$ cat src/rtl/sa_tile_sched_if.sv
// sa_tile_sched_if: scheduler-to-systolic-array tile handshake
interface sa_tile_sched_if #(parameter int ADDR_W = 12);
  logic              sa_start;
  logic              sa_done;
  logic [ADDR_W-1:0] sa_base_row;
  logic [ADDR_W-1:0] sa_base_col;
  modport master (output sa_start, sa_base_row, sa_base_col, input sa_done);
  modport slave  (input sa_start, sa_base_row, sa_base_col, output sa_done);
endinterface

$ cat src/rtl/sa_tile_sched.sv
// sa_tile_sched: walks an m x n tile grid row-major, issuing one systolic-array job per tile
module sa_tile_sched #(
  parameter int ADDR_W = 12,
  parameter int CNT_W  = 8
) (
  input  logic              clk,
  input  logic              rst_n,
  input  logic              start,
  input  logic              abort,
  input  logic [CNT_W-1:0]  m_tiles,
  input  logic [CNT_W-1:0]  n_tiles,
  input  logic [ADDR_W-1:0] base_row,
  input  logic [ADDR_W-1:0] base_col,
  input  logic [ADDR_W-1:0] row_stride,
  input  logic [ADDR_W-1:0] col_stride,
  sa_tile_sched_if.master   sa,
  output logic              busy,
  output logic              done,
  output logic [CNT_W-1:0]  tile_m,
  output logic [CNT_W-1:0]  tile_n
);
  typedef enum logic [1:0] {IDLE, ISSUE, WAIT, NEXT} state_t;
  state_t            state_q, state_d;
  logic              done_q, done_d, zero_q, zero_d;
  logic [CNT_W-1:0]  tile_m_q, tile_m_d, tile_n_q, tile_n_d, m_q, m_d, n_q, n_d;
  logic [ADDR_W-1:0] row_q, row_d, col_q, col_d, bcol_q, bcol_d, rstr_q, rstr_d, cstr_q, cstr_d;
  always_ff @(posedge clk or negedge rst_n) begin
    if (!rst_n) begin
      state_q  <= IDLE;
      done_q   <= 1'b0;
      zero_q   <= 1'b0;
      tile_m_q <= '0;
      tile_n_q <= '0;
      m_q      <= '0;
      n_q      <= '0;
      row_q    <= '0;
      col_q    <= '0;
      bcol_q   <= '0;
      rstr_q   <= '0;
      cstr_q   <= '0;
    end else begin
      state_q  <= state_d;
      done_q   <= done_d;
      zero_q   <= zero_d;
      tile_m_q <= tile_m_d;
      tile_n_q <= tile_n_d;
      m_q      <= m_d;
      n_q      <= n_d;
      row_q    <= row_d;
      col_q    <= col_d;
      bcol_q   <= bcol_d;
      rstr_q   <= rstr_d;
      cstr_q   <= cstr_d;
    end
  end
  // zero_q marks the IDLE cycle after an empty job was latched; done rises one cycle later
  always_comb begin
    state_d  = state_q;
    done_d   = done_q;
    zero_d   = 1'b0;
    tile_m_d = tile_m_q;
    tile_n_d = tile_n_q;
    m_d      = m_q;
    n_d      = n_q;
    row_d    = row_q;
    col_d    = col_q;
    bcol_d   = bcol_q;
    rstr_d   = rstr_q;
    cstr_d   = cstr_q;
    if (abort && state_q != IDLE) begin
      state_d = IDLE;
      done_d  = 1'b0;
    end else begin
      case (state_q)
        IDLE: begin
          done_d = done_q | zero_q;
          if (start) begin
            m_d      = m_tiles;
            n_d      = n_tiles;
            bcol_d   = base_col;
            rstr_d   = row_stride;
            cstr_d   = col_stride;
            row_d    = base_row;
            col_d    = base_col;
            tile_m_d = '0;
            tile_n_d = '0;
            done_d   = 1'b0;
            zero_d   = (m_tiles == '0) || (n_tiles == '0);
            state_d  = zero_d ? IDLE : ISSUE;
          end
        end
        ISSUE: state_d = WAIT;
        WAIT:  state_d = sa.sa_done ? NEXT : WAIT;
        NEXT: begin
          if (tile_n_q != n_q - CNT_W'(1)) begin
            tile_n_d = tile_n_q + CNT_W'(1);
            col_d    = col_q + cstr_q;
            state_d  = ISSUE;
          end else if (tile_m_q != m_q - CNT_W'(1)) begin
            tile_n_d = '0;
            col_d    = bcol_q;
            tile_m_d = tile_m_q + CNT_W'(1);
            row_d    = row_q + rstr_q;
            state_d  = ISSUE;
          end else begin
            done_d  = 1'b1;
            state_d = IDLE;
          end
        end
        default: state_d = IDLE;
      endcase
    end
  end
  assign sa.sa_start    = state_q == ISSUE;
  assign sa.sa_base_row = row_q;
  assign sa.sa_base_col = col_q;
  assign busy           = state_q != IDLE;
  assign done           = done_q;
  assign tile_m         = tile_m_q;
  assign tile_n         = tile_n_q;
endmodule

$ cat src/flat_wrapper.sv
// flat-port wrapper written by rule: the top's interface ports become plain ports
module sa_tile_sched_flat 
#(
  parameter int ADDR_W = 12,
  parameter int CNT_W  = 8
)
  (clk, rst_n, start, abort, m_tiles, n_tiles, base_row, base_col, row_stride, col_stride, busy, done, tile_m, tile_n, sa_sa_start, sa_sa_base_row, sa_sa_base_col, sa_sa_done);
  sa_tile_sched_if #(.ADDR_W(ADDR_W)) sa_i ();
  input  logic clk;
  input  logic rst_n;
  input  logic start;
  input  logic abort;
  input  logic [CNT_W-1:0] m_tiles;
  input  logic [CNT_W-1:0] n_tiles;
  input  logic [ADDR_W-1:0] base_row;
  input  logic [ADDR_W-1:0] base_col;
  input  logic [ADDR_W-1:0] row_stride;
  input  logic [ADDR_W-1:0] col_stride;
  output logic busy;
  output logic done;
  output logic [CNT_W-1:0] tile_m;
  output logic [CNT_W-1:0] tile_n;
  output wire logic [$bits(sa_i.sa_start)-1:0] sa_sa_start;
  output wire logic [$bits(sa_i.sa_base_row)-1:0] sa_sa_base_row;
  output wire logic [$bits(sa_i.sa_base_col)-1:0] sa_sa_base_col;
  input wire logic [$bits(sa_i.sa_done)-1:0] sa_sa_done;
  assign sa_sa_start = sa_i.sa_start;
  assign sa_sa_base_row = sa_i.sa_base_row;
  assign sa_sa_base_col = sa_i.sa_base_col;
  assign sa_i.sa_done = sa_sa_done;
  sa_tile_sched #(.ADDR_W(ADDR_W), .CNT_W(CNT_W)) u_core (.clk(clk), .rst_n(rst_n), .start(start), .abort(abort), .m_tiles(m_tiles), .n_tiles(n_tiles), .base_row(base_row), .base_col(base_col), .row_stride(row_stride), .col_stride(col_stride), .sa(sa_i), .busy(busy), .done(done), .tile_m(tile_m), .tile_n(tile_n));
endmodule
$ cat config.mk
export PLATFORM = sky130hd
export DESIGN_NAME = sa_tile_sched_flat
export DESIGN_NICKNAME = d
export VERILOG_FILES = /design/src/rtl/sa_tile_sched_if.sv /design/src/rtl/sa_tile_sched.sv /design/src/flat_wrapper.sv
export SDC_FILE = /design/constraint.sdc
export NUM_CORES = 1
export LEC_CHECK = 0
export ABC_AREA = 1
export CAP_MARGIN = 30
export CORE_MARGIN = 5
export CORE_UTILIZATION = 48
export CTS_CLUSTER_DIAMETER = 200
export CTS_CLUSTER_SIZE = 14
export DETAILED_ROUTE_END_ITERATION = 10
export PLACE_DENSITY = 0.87
export SETUP_SLACK_MARGIN = 0.05
export SYNTH_ARGS = -nofsm -noshare
export SYNTH_HDL_FRONTEND = slang
export SYNTH_SLANG_ARGS = --single-unit
$ cat constraint.sdc
create_clock -name clk -period 2.2 [get_ports clk]
set_clock_uncertainty 0.05 [all_clocks]
set_input_delay 0.22 -clock clk [delete_from_list [all_inputs] [get_ports clk]]
set_output_delay 0.22 -clock clk [all_outputs]
set_load 0.05 [all_outputs]
==> run summary, run 1 <==
From bottom edge to top edge, the die measures 124 um. For this run the aggregate overflow at the end of global routing stands at 0. Setup repair after global routing could not meet its margin everywhere. The run finished, with violations left.

The number of optimization iterations in the first detailed-route pass is 7. STA classifies the critical path endpoint as a flop. The kind of cell with the highest combined delay on the critical path is simple AND/OR/NAND/NOR gates. The required time at the worst-slack endpoint is 2400 ps. The average cell area after synthesis is 7.57 um^2. The synthesized design spends more area on one cell type than any other, namely dfrtp_1. The floorplan has 41 rows. The finished layout holds 1168 standard cells, fillers aside. The count of port buffers added during placement is 111. Including well taps, the total number of placed cells is 1132. Together, buffers and inverters on the worst path number 4. On the critical path, the stage with the largest delay is an instance of dfrtp_1. Yosys attributes the largest share of cell area to dfrtp_1 39%, nand2_1 16%, ha_1 6.0%. TritonCTS built the clock tree. The effective utilization at floorplan came out at 49.2%. The total leakage power is 4.22 nW. The weighted congestion at the end of routability-driven global placement is 0.927. Sequential elements use 38.5% of the synthesized area. The post-detailed-route via-to-cell ratio is 5.39. The clock period minus final worst setup slack is 2220 ps. The worst slew slack as a fraction of its limit is 54.9%. The count of antenna diodes in the layout is 0. The wire-length estimate of the detail-placed layout is 12200 um. The first global-routing pass estimated 27500 um of wire.

The maximum number of pins on one net before global-route repair is 52. The clock transition time at the flip-flop clock pins of the worst setup and hold paths came out at 70 ps. Setup violations remaining at the end of the flow were counted as 2. Dividing the final minimum period by the clock period gives 101%. The worst register-to-register path begins at u_core.n_q[0]. After the last flow step, the layout net total stands at 1092. In this run the worst hold path is classified as in -> async. The final hold violation count is 0. The peak per-stage delay on the critical path is 390 ps. The wire length after detailed routing came out at 18100 um. STA classifies the critical path startpoint as a flop. Compared with the post-synthesis result, the final layout area differs by 39.2%. When the netlist entered floorplanning its net count stood at 925. For this design, the sink count on the clock tree is 96. In this run the critical register-to-register path is captured at u_core.sa.sa_base_row[10].

The deepest clock path buffer count came out at 2. The synthesized netlist contains 38 unique library cells. The die area came out at 0.0154 mm^2. The number of top-level pins came out at 112. The final core area utilization came out at 68.5%.

Prior to clock tree synthesis, the placed netlist has a worst setup slack of -33.3 ps. The number of design rule violations left after detail routing is 0. The arrival time of the worst setup path came out at 2410 ps.

The count of antenna-violating nets left after detailed routing came out at 0. The number of instances in the synthesized netlist is 824. The number of pins with negative max-slew slack in the final report is 0. In the final routed layout, each cell accounts on average for 15.5 um. The areal power density over the cells came out at 1540 mW/mm^2. Global routing used 22.7% of the available tracks across all layers. The cell sitting at the root of the clock tree is a clkbuf_16. The initial detailed-routing violation count came out at 550. The number of global-route vias before repair came to 5910.

The total via count after detailed routing is 6297. The area of the core region is 0.0127 mm^2. Across the run, the number of max-cap violations was 0. In this run the register-to-register setup slack is -20 ps. The worst path setup slack after routing came out at -15.0 ps. The total power of the final layout is 13.3 mW. Counting stages on the worst path, the most repeated cell is nand2_1. The depth of the worst register-to-register path is 15.

The summed instance area of the synthesized netlist is 0.00624 mm^2. In this run the worst path has a maximum fanout of 5. The start-to-end type of the worst setup path is reg -> reg. The final reports fail on negative setup slack. The number of clock buffers inserted by TritonCTS is 9. The achievable clock frequency is 451 MHz. The clock latency at the later pin of the worst-skew pair is 360 ps.

IR analysis of the VDD net gives a maximum drop of 0.00100 V. The filler cells instantiated in the layout total 927. The portion of synthesized cell area occupied by the leading cell type is 38.5%. Counting flops and latches in the post-synthesis netlist gives 96.

The number of synthesis warnings came out at 0. For the pin with the worst max-slew slack, the measured transition is 677 ps. From left edge to right edge, the die measures 124 um. The number of H-tree levels came out at 3. The initial antenna violation count is 0.

The share of layout cells above drive strength 1 is 18.4%. The signal on the critical path passes through inv_2, ha_4, xnor2_1, nor2_1, nand2_1, nor2_4, nand3_4, buf_12, nand2_8, nand2_4, inv_6, nand2_8, clkbuf_16, nand2_1, nand2_1.
how the worst max path moves through the flow:
stage,from,end,slack [ps],cells past startpoint
2_1_floorplan,u_core.sa.sa_base_row[0],u_core.sa.sa_base_row[6],40,9
3_3_place_gp,u_core.m_q[0],u_core.tile_n[3],-250,13
3_5_place_dp,u_core.n_q[0],u_core.sa.sa_base_row[0],-30,17
4_1_cts,u_core.n_q[0],u_core.sa.sa_base_row[6],30,17
5_1_grt,u_core.n_q[0],u_core.sa.sa_base_row[10],-130,15
6_report,u_core.n_q[0],u_core.sa.sa_base_row[10],-20,15
layout by cell type, fill, tap and decap left out, types with 3 or more instances in the layout:
cell and n:
nand2_1 243, clkdlybuf4s50_1 108, dfrtp_1 90, nand3_1 70, nor2_1 68, inv_1 67
buf_4 58, a21oi_1 35, mux2_2 32, ha_1 27, o21ai_0 25, xor2_1 18
xnor2_1 18, nand2_2 17, nand4_1 16, clkbuf_16 12, nor2_2 7, nand3b_1 7
nor2_4 6, buf_6 6, buf_12 6, dfrtp_2 6, inv_2 5, nor4_1 4
nand3_2 3, o21ai_1 3, nor3_1 3, ha_4 3
sequential cells by signal, indices dropped and copies added, names as in the netlist:
register	count
u_core.bcol_q	12
u_core.sa.sa_base_row	12
u_core.zero_q	1
u_core.done	1
u_core.state_q	2
u_core.tile_n	8
u_core.rstr_q	12
u_core.n_q	8
u_core.m_q	8
u_core.tile_m	8
u_core.cstr_q	12
u_core.sa.sa_base_col	12
area by class of cell:
| cell class | instances | area [um^2] | area share (%) |
|---|---|---|---|
| inverter | 73 | 279 | 3.21 |
| clock inverter | 5 | 55.1 | 0.634 |
| timing repair buffer | 184 | 1830 | 21.1 |
| multi-input combinational | 627 | 3640 | 41.9 |
| sequential | 96 | 2410 | 27.7 |
| tap | 172 | 215 | 2.48 |
| clock buffer | 11 | 253 | 2.91 |
worst reg2reg max path: cells and delay by family, from the launching register on:
kind	cells	cell delay, ps
DFF	1	390
xor gates and xnor gates	1	120
adders and majority gates	1	210
and+or+nand+nor	9	860
buffers and inverters	4	480
logic make-up after synthesis:
| family | Yosys count | synth area share [%] |
|---|---|---|
| xor+xnor | 37 | 5.19 |
| flops | 96 | 38.5 |
| buf+inv | 101 | 6.66 |
| simple gates | 449 | 30.6 |
| mux | 32 | 5.78 |
| fa+ha+maj | 32 | 6.66 |
| compound gates | 77 | 6.62 |
metrics by stage:
stage	TNS [ps]	cell area [um^2]	hold WS, ps
2_1_floorplan	0	6250	-126
3_3_place_gp	-2520	7900	249
3_5_place_dp	-383	7910	252
4_1_cts	0	8370	387
5_1_grt	-3390	8680	429
6_report	-15.4	8680	392
report_power, final:
part / leakage [nW] / internal, mW / switching [mW]
Sequential: 1.16 / 2.51 / 0.635
Clock: 0.148 / 0.940 / 0.711
Combinational: 2.92 / 3.56 / 4.98
Total: 4.22 / 7.02 / 6.33
metal layers:
layer / vias up / track usage [%] / share of wire, %
met5: - / 0 / 0
met4: 0 / 9.31 / 2.7
met3: 44 / 2.91 / 5.9
met2: 246 / 38.2 / 49
met1: 3004 / 29.5 / 42
li1: 3003 / - / -
what timing repair did:
item | in CTS | in global routing
pin swaps | 8 | 20
setup buffers | 7 | 8
endpoints found under the hold margin | 49 | 0
endpoints found under the setup margin | 35 | 42
gates resized for setup | 17 | 54
cloned | 1 | 4
hold buffers | 1 | 0
synth_stat cells:
cell type and instances:
a21boi_0 1, a21o_1 1, a21oi_1 37, a22oi_1 1, a31oi_1 1, buf_1 2, buf_2 4, buf_4 4
buf_6 2, clkbuf_1 15, clkbuf_2 1, dfrtp_1 96, fa_1 2, ha_1 30, inv_1 72, inv_2 1
mux2_2 32, nand2_1 261, nand2_2 1, nand2_4 1, nand3_1 73, nand3_4 1, nand3b_1 7, nand4_1 16
nor2_1 77, nor2_2 1, nor2_4 3, nor3_1 3, nor3b_1 1, nor4_1 4, o21a_1 2, o21ai_0 28
o21ai_1 1, o21ai_2 1, o21bai_1 2, o31ai_1 2, xnor2_1 18, xor2_1 19
(Power assumes the default switching activity.)
==> run 2, diff against run 1 <==
--- a/config.mk
+++ b/config.mk
@@ -8,11 +8,11 @@
 export ABC_AREA = 1
 export CAP_MARGIN = 30
 export CORE_MARGIN = 5
-export CORE_UTILIZATION = 48
+export CORE_UTILIZATION = 54
 export CTS_CLUSTER_DIAMETER = 200
 export CTS_CLUSTER_SIZE = 14
 export DETAILED_ROUTE_END_ITERATION = 10
-export PLACE_DENSITY = 0.87
+export PLACE_DENSITY = 0.92
 export SETUP_SLACK_MARGIN = 0.05
 export SYNTH_ARGS = -nofsm -noshare
 export SYNTH_HDL_FRONTEND = slang
==> constraint.sdc (replaced) <==
create_clock -name clk -period 2.1 [get_ports clk]
set_clock_uncertainty 0.05 [all_clocks]
set_input_delay 0.21 -clock clk [delete_from_list [all_inputs] [get_ports clk]]
set_output_delay 0.21 -clock clk [all_outputs]
set_load 0.05 [all_outputs]
==> run summary, run 2 (synthesis gave the netlist of run 1 again) <==
The wire length of the first global-routing pass is 30100 um (was 27500 um). The leading cell type in the layout, fill and taps excluded was nand2_1 (unchanged). The initial detailed-routing violation count came to 601 (was 550). The fraction of power spent switching nets came out at 48.5% (was 47.4%). The number of clock buffers inserted by TritonCTS is 9 (unchanged).

Setup repair after global routing missed its margin: true (unchanged). The maximum number of pins on one net before global-route repair is 67 (was 52). The site row count is 39 (was 41). The post-detailed-route via-to-cell ratio came out at 5.64 (was 5.39). The initial antenna violation count came out at 0 (unchanged). The worst path setup slack after routing came out at -116 ps (was -15.0 ps). The total negative slack is -2090 ps (was -15.4 ps).

The number of top-level pins came out at 112 (unchanged). The clock transition time at the flip-flop clock pins of the worst setup and hold paths is 70 ps (about the same). The net count reported at finish is 1093 (was 1092).

The synthesis-to-finish area growth came out at 40.0% (was 39.2%). The fraction of the cycle the final worst path needs came out at 106% (was 101%). Most frequent cells in the layout: 217 x nand2_1, 108 x clkdlybuf4s50_1, 89 x dfrtp_1 (was 243 x nand2_1, 108 x clkdlybuf4s50_1, 90 x dfrtp_1). The count of antenna diodes in the layout is 0 (unchanged).

The start-to-end type of the worst setup path is reg -> reg (unchanged). The sequential share of power is 23.1% (was 23.6%). The routed wirelength normalized by instance count is 16.9 um (was 15.5 um). The number of non-filler instances in the completed layout was 1140 (was 1168). The relative contribution of combinational cells to total power is 65.9% (was 64.0%). The arrival time of the worst setup path is 2430 ps (was 2410 ps). The type of the most critical hold path was in -> async (unchanged). The post-detailed-placement half-perimeter wirelength is 12500 um (was 12200 um). The weighted congestion at the end of routability-driven global placement came out at 0.915 (was 0.927). The cell count after placement is 1108 (was 1132). The clock period minus final worst setup slack is 2220 ps (about the same).

The number of optimization iterations in the first detailed-route pass is 8 (was 7). The largest fanout on the critical path was 3 (was 5). The final hold violation count is 0 (unchanged). The deepest clock path buffer count came to 2 (unchanged). The final setup violation count was 36 (was 2). The die area came out at 0.0138 mm^2 (was 0.0154 mm^2). The height of the die came out at 117 um (was 124 um). The actual slew at the worst max-slew pin is 611 ps (was 677 ps).

Outcome: complete, but fails checks (unchanged). The total leakage power is 4.26 nW (was 4.22 nW). The number of H-tree levels came out at 3 (unchanged). The effective utilization at floorplan is 54.9% (was 49.2%). The TritonCTS sink count is 96 (unchanged). The internal power component is 7.33 mW (was 7.02 mW). The area of the core region came out at 0.0114 mm^2 (was 0.0127 mm^2). Violations in the final reports: negative setup slack (unchanged). The worst slew slack as a fraction of its limit came out at 59.0% (was 54.9%).

The number of pins with negative max-slew slack in the final report is 0 (unchanged). The achievable clock frequency is 451 MHz (about the same). The count of antenna-violating nets left after detailed routing is 0 (unchanged).

The areal power density over the cells came out at 1630 mW/mm^2 (was 1540 mW/mm^2). The total power of the final layout is 14.2 mW (was 13.3 mW). The largest voltage drop on the vdd net was 0.00125 V (was 0.00100 V). The master cell of the clock root buffer is clkbuf_16 (unchanged). The number of design rule violations left after detail routing came out at 0 (unchanged). The final core area utilization came out at 76.9% (was 68.5%).

The post-route standard cell area excluding fillers is 0.00874 mm^2 (was 0.00868 mm^2). The type of element capturing the critical path is a flop (unchanged). The share of layout cells above drive strength 1 is 21.5% (was 18.4%).

The total of max-cap violations is 0 (unchanged). The worst hold slack across all endpoints was 243 ps (was 392 ps). The floorplan die width is 117 um (was 124 um). The total via count after detailed routing came out at 6429 (was 6297). The wire length after detailed routing came to 19300 um (was 18100 um). The CTS tree is built (unchanged). The clock latency at the later pin of the worst-skew pair was 370 ps (was 360 ps). The power spent charging and discharging nets is 6.91 mW (was 6.33 mW). The critical path startpoint category is a flop (unchanged).

The clock network fraction of design power came out at 11.0% (was 12.4%). The count of port buffers added during placement is 111 (unchanged). The post-placement setup slack is -498 ps (was -33.3 ps).

The number of global-route vias before repair came out at 6450 (was 5910). The global-route total usage across every layer came out at 26.3% (was 22.7%). The overall overflow remaining after global route is 0 (unchanged). The required time at the worst-slack endpoint came out at 2310 ps (was 2400 ps). The standard cell area after detailed placement is 0.00790 mm^2 (was 0.00791 mm^2).
## run 2: cell types whose count changed in the layout (fill, tap and decap cells not counted), moves of 5 or more
cell	before	now
nand2_1	243	217
o21ai_0	25	20
nand2_2	17	34
o21ai_2	1	6
nand2_4	1	11
## run 2: final timing paths
path | end | cells past startpoint | from | slack [ps]
min in group clk | u_core.m_q[2] | 3 | m_tiles[2] | 400
hold / removal | u_core.rstr_q[6] | 2 | rst_n | 240
hold reg to reg | u_core.bcol_q[9] | 1 | u_core.bcol_q[9] | 460
setup reg to reg | u_core.state_q[0] | 13 | u_core.n_q[0] | -120
max in group asynchronous | u_core.n_q[2] | 3 | rst_n | 1050
setup / recovery | u_core.state_q[0] | 13 | u_core.n_q[0] | -120
## run 2: repair_timing
action                                 in CTS  in global routing
cloned                                      3                  3
setup endpoints to repair                  40                 42
hold buffers                                1                  0
pin swaps                                  13                 16
buffers inserted                            7                  3
resized for setup                          38                 66
endpoints found under the hold margin      23                  0
## run 2: power by group through the flow
stage | Clock (mW) | Sequential (mW) | Combinational (mW)
floorplan | 0 | 3.95 | 4.79
global placement | 0 | 3.20 | 7.69
detailed placement | 0 | 3.24 | 8.00
CTS | 1.58 | 3.23 | 8.47
global route | 1.66 | 3.38 | 10.2
finish | 1.57 | 3.29 | 9.38
## run 2: final cells by class
cell class | instances | area, um^2
clock buffers | 9 | 225
clock inverters | 7 | 48.8
fillers | 745 | 2630
inverters | 73 | 279
multi-input cells | 627 | 3740
flip-flops and latches | 96 | 2410
well taps | 143 | 179
repair buffers | 185 | 1850
## run 2: per-layer routing
metal  track usage [%]  routed length, um
met1              31.4               7680
met2              44.2               9440
met3              6.97               1390
met4              12.3                794
met5                 0                  0
## run 2: critical path, cell delays in order (launching register included)
cell and delay, ps:
dfrtp_1 390, inv_2 90, ha_4 210, xnor2_2 130, nor2_2 140, nand2_1 110, nor2_4 130, nand3_4 80
buf_6 140, buf_4 140, o21ai_0 260, nand2_1 100, nand2_1 90, nand2_1 60
==> run 3, diff against run 2 <==
--- a/config.mk
+++ b/config.mk
@@ -7,12 +7,12 @@
 export LEC_CHECK = 0
 export ABC_AREA = 1
 export CAP_MARGIN = 30
-export CORE_MARGIN = 5
-export CORE_UTILIZATION = 54
+export CORE_MARGIN = 2
+export CORE_UTILIZATION = 27
 export CTS_CLUSTER_DIAMETER = 200
 export CTS_CLUSTER_SIZE = 14
 export DETAILED_ROUTE_END_ITERATION = 10
-export PLACE_DENSITY = 0.92
+export PLACE_DENSITY = 0.57
 export SETUP_SLACK_MARGIN = 0.05
 export SYNTH_ARGS = -nofsm -noshare
 export SYNTH_HDL_FRONTEND = slang
==> run summary, run 3 (synthesis gave the netlist of run 1 again) <==
Outcome: complete, but fails checks (unchanged). Violations in the final reports: negative setup slack (unchanged). The worst slew slack as a fraction of its limit was 65.6% (was 59.0%). The final hold violation count is 0 (unchanged).

The peak per-stage delay on the critical path was 400 ps (was 390 ps). The master cell of the clock root buffer is clkbuf_16 (unchanged). The clock latency at the later pin of the worst-skew pair is 360 ps (was 370 ps). The TritonCTS sink count was 96 (unchanged). The deepest clock path buffer count came out at 2 (unchanged).

The number of H-tree levels came out at 3 (unchanged). The initial detailed-routing violation count came out at 331 (was 601). The maximum number of pins on one net before global-route repair is 47 (was 67). The wire length of the first global-routing pass was 29700 um (was 30100 um). The wire length after detailed routing came out at 19000 um (was 19300 um). The final setup violation count is 18 (was 36). The clock transition time at the flip-flop clock pins of the worst setup and hold paths came out at 70 ps (about the same). The total leakage power came to 4.27 nW (was 4.26 nW). The number of global-route vias before repair was 5842 (was 6450). The final core area utilization is 39.5% (was 76.9%). The type of the most critical hold path is in -> async (unchanged). The number of clock buffers inserted by TritonCTS is 9 (unchanged). The initial antenna violation count is 0 (unchanged). The global-route total usage across every layer came out at 15.4% (was 26.3%).

The slowest library cell on the worst path is dfrtp_1 (unchanged). The worst hold slack across all endpoints came to 294 ps (was 243 ps). The areal power density over the cells came out at 1640 mW/mm^2 (was 1630 mW/mm^2). The site row count came out at 55 (was 39). The met3 layer usage reported by global route is 2.28% (was 6.97%). The height of the die came out at 156 um (was 117 um). The critical path startpoint category was a flop (unchanged). The synthesis-to-finish area growth came out at 43.2% (was 40.0%). The die area was 0.0243 mm^2 (was 0.0138 mm^2). The met2 layer usage reported by global route is 25.5% (was 44.2%). The floorplan die width is 156 um (was 117 um).

The post-route standard cell area excluding fillers came out at 0.00893 mm^2 (was 0.00874 mm^2). The fraction of the cycle the final worst path needs is 102% (was 106%). The number of optimization iterations in the first detailed-route pass is 5 (was 8). The number of top-level pins came to 112 (unchanged).

The total negative slack came out at -405 ps (was -2090 ps). The arrival time of the worst setup path was 2380 ps (was 2430 ps). The post-placement setup slack came out at 1.29 ps (was -498 ps).

The routed wirelength normalized by instance count came out at 14.9 um (was 16.9 um). The clock period minus final worst setup slack is 2130 ps (was 2220 ps). The leading cell type in the layout, fill and taps excluded is nand2_1 (unchanged).

The post-detailed-placement half-perimeter wirelength came out at 13300 um (was 12500 um). The required time at the worst-slack endpoint came out at 2350 ps (was 2310 ps). The count of antenna diodes in the layout is 0 (unchanged). The count of antenna-violating nets left after detailed routing is 0 (unchanged). The type of element capturing the critical path was a flop (unchanged).

The standard cell area after detailed placement is 0.00795 mm^2 (was 0.00790 mm^2). The number of pins with negative max-slew slack in the final report came to 0 (unchanged). The count of port buffers added during placement is 111 (unchanged). The total power of the final layout is 14.6 mW (was 14.2 mW). The post-detailed-route via-to-cell ratio came to 4.69 (was 5.64). The most common cell type on the critical path is nand2_1 (unchanged). The worst path setup slack after routing is -33.1 ps (was -116 ps). The share of layout cells above drive strength 1 is 18.7% (was 21.5%). The start-to-end type of the worst setup path is reg -> reg (unchanged). The effective utilization at floorplan is 27.6% (was 54.9%). The actual slew at the worst max-slew pin was 514 ps (was 611 ps). Crit path cell chain: inv_2, ha_4, xnor2_2, nor2_1, nand2_1, nor2_4, nand3_4, buf_6, o21ai_4, buf_12, clkbuf_16, nand2_1, nand2_1 (was inv_2, ha_4, xnor2_2, nor2_2, nand2_1, nor2_4, nand3_4, buf_6, buf_4, o21ai_0, nand2_1, nand2_1, nand2_1). The number of design rule violations left after detail routing came to 0 (unchanged).

The routing usage on met1 is 20.8% (was 31.4%). The achievable clock frequency is 469 MHz (was 451 MHz). Setup repair after global routing missed its margin: true (unchanged). The total via count after detailed routing came out at 5969 (was 6429).

The area of the core region came out at 0.0226 mm^2 (was 0.0114 mm^2). The number of non-filler instances in the completed layout is 1273 (was 1140). The net count reported at finish came out at 1084 (was 1093). The total of max-cap violations is 0 (unchanged).

The weighted congestion at the end of routability-driven global placement is 0.839 (was 0.915). The largest voltage drop on the vdd net is 0.000842 V (was 0.00125 V). The cell count after placement is 1229 (was 1108). The busiest layer in global routing is met2 (unchanged). Most frequent cells in the layout: 241 x nand2_1, 107 x clkdlybuf4s50_1, 88 x dfrtp_1 (was 217 x nand2_1, 108 x clkdlybuf4s50_1, 89 x dfrtp_1).

The largest fanout on the critical path came out at 5 (was 3). The CTS tree is built (unchanged). The internal reg-to-reg setup slack came to -30 ps (was -120 ps). The overall overflow remaining after global route is 0 (unchanged).
run 3: timing repair:
item	4_1_cts	5_1_grt
pin swaps	9	24
gates cloned	2	7
gates resized for setup	22	57
hold buffers	1	0
buffers inserted	13	6
endpoints found under the hold margin	30	0
endpoints found under the setup margin	40	41
run 3: power breakdown:
part / switching [mW] / internal (mW)
clock: 0.759 / 1.32
combinational: 5.26 / 3.97
sequential: 0.679 / 2.63
run 3: metal layers:
layer  vias up  share of wire, %  routed length [um]
met5         -                 0                   0
met4         0               1.3                 247
met3        18               4.0                 761
met2       129                46                8810
met1      2836                48                9180
li1       2986                 -                   -
run 3: layout make-up:
class	instances	area, um^2
flip-flops and latches	96	2410
repair buffers	176	1840
multi-input cells	627	3670
inverters	73	282
clock inverters	5	129
well taps	285	357
clock buffers	11	243
fillers	2286	13700
run 3: worst paths after layout:
kind                                           from                  endpoint  depth (start not counted)
hold / removal                                rst_n  u_core.sa.sa_base_col[9]                          2
hold reg to reg            u_core.sa.sa_base_col[0]  u_core.sa.sa_base_col[0]                          2
setup reg to reg                      u_core.n_q[0]  u_core.sa.sa_base_col[3]                         13
min in group clk                      col_stride[1]          u_core.cstr_q[1]                          3
setup / recovery                      u_core.n_q[0]  u_core.sa.sa_base_col[3]                         13
max in group asynchronous                     rst_n         u_core.cstr_q[10]                          3
run 3: worst max-delay path, delay by kind of cell, from the launching register on:
kind | cells | cell delay [ps]
adder cells (fa/ha/maj) | 1 | 210
AO/OA/AOI/OAI | 1 | 210
flip-flops | 1 | 400
AND/OR/NAND/NOR | 6 | 570
XOR/XNOR | 1 | 130
buffers and inverters | 4 | 530
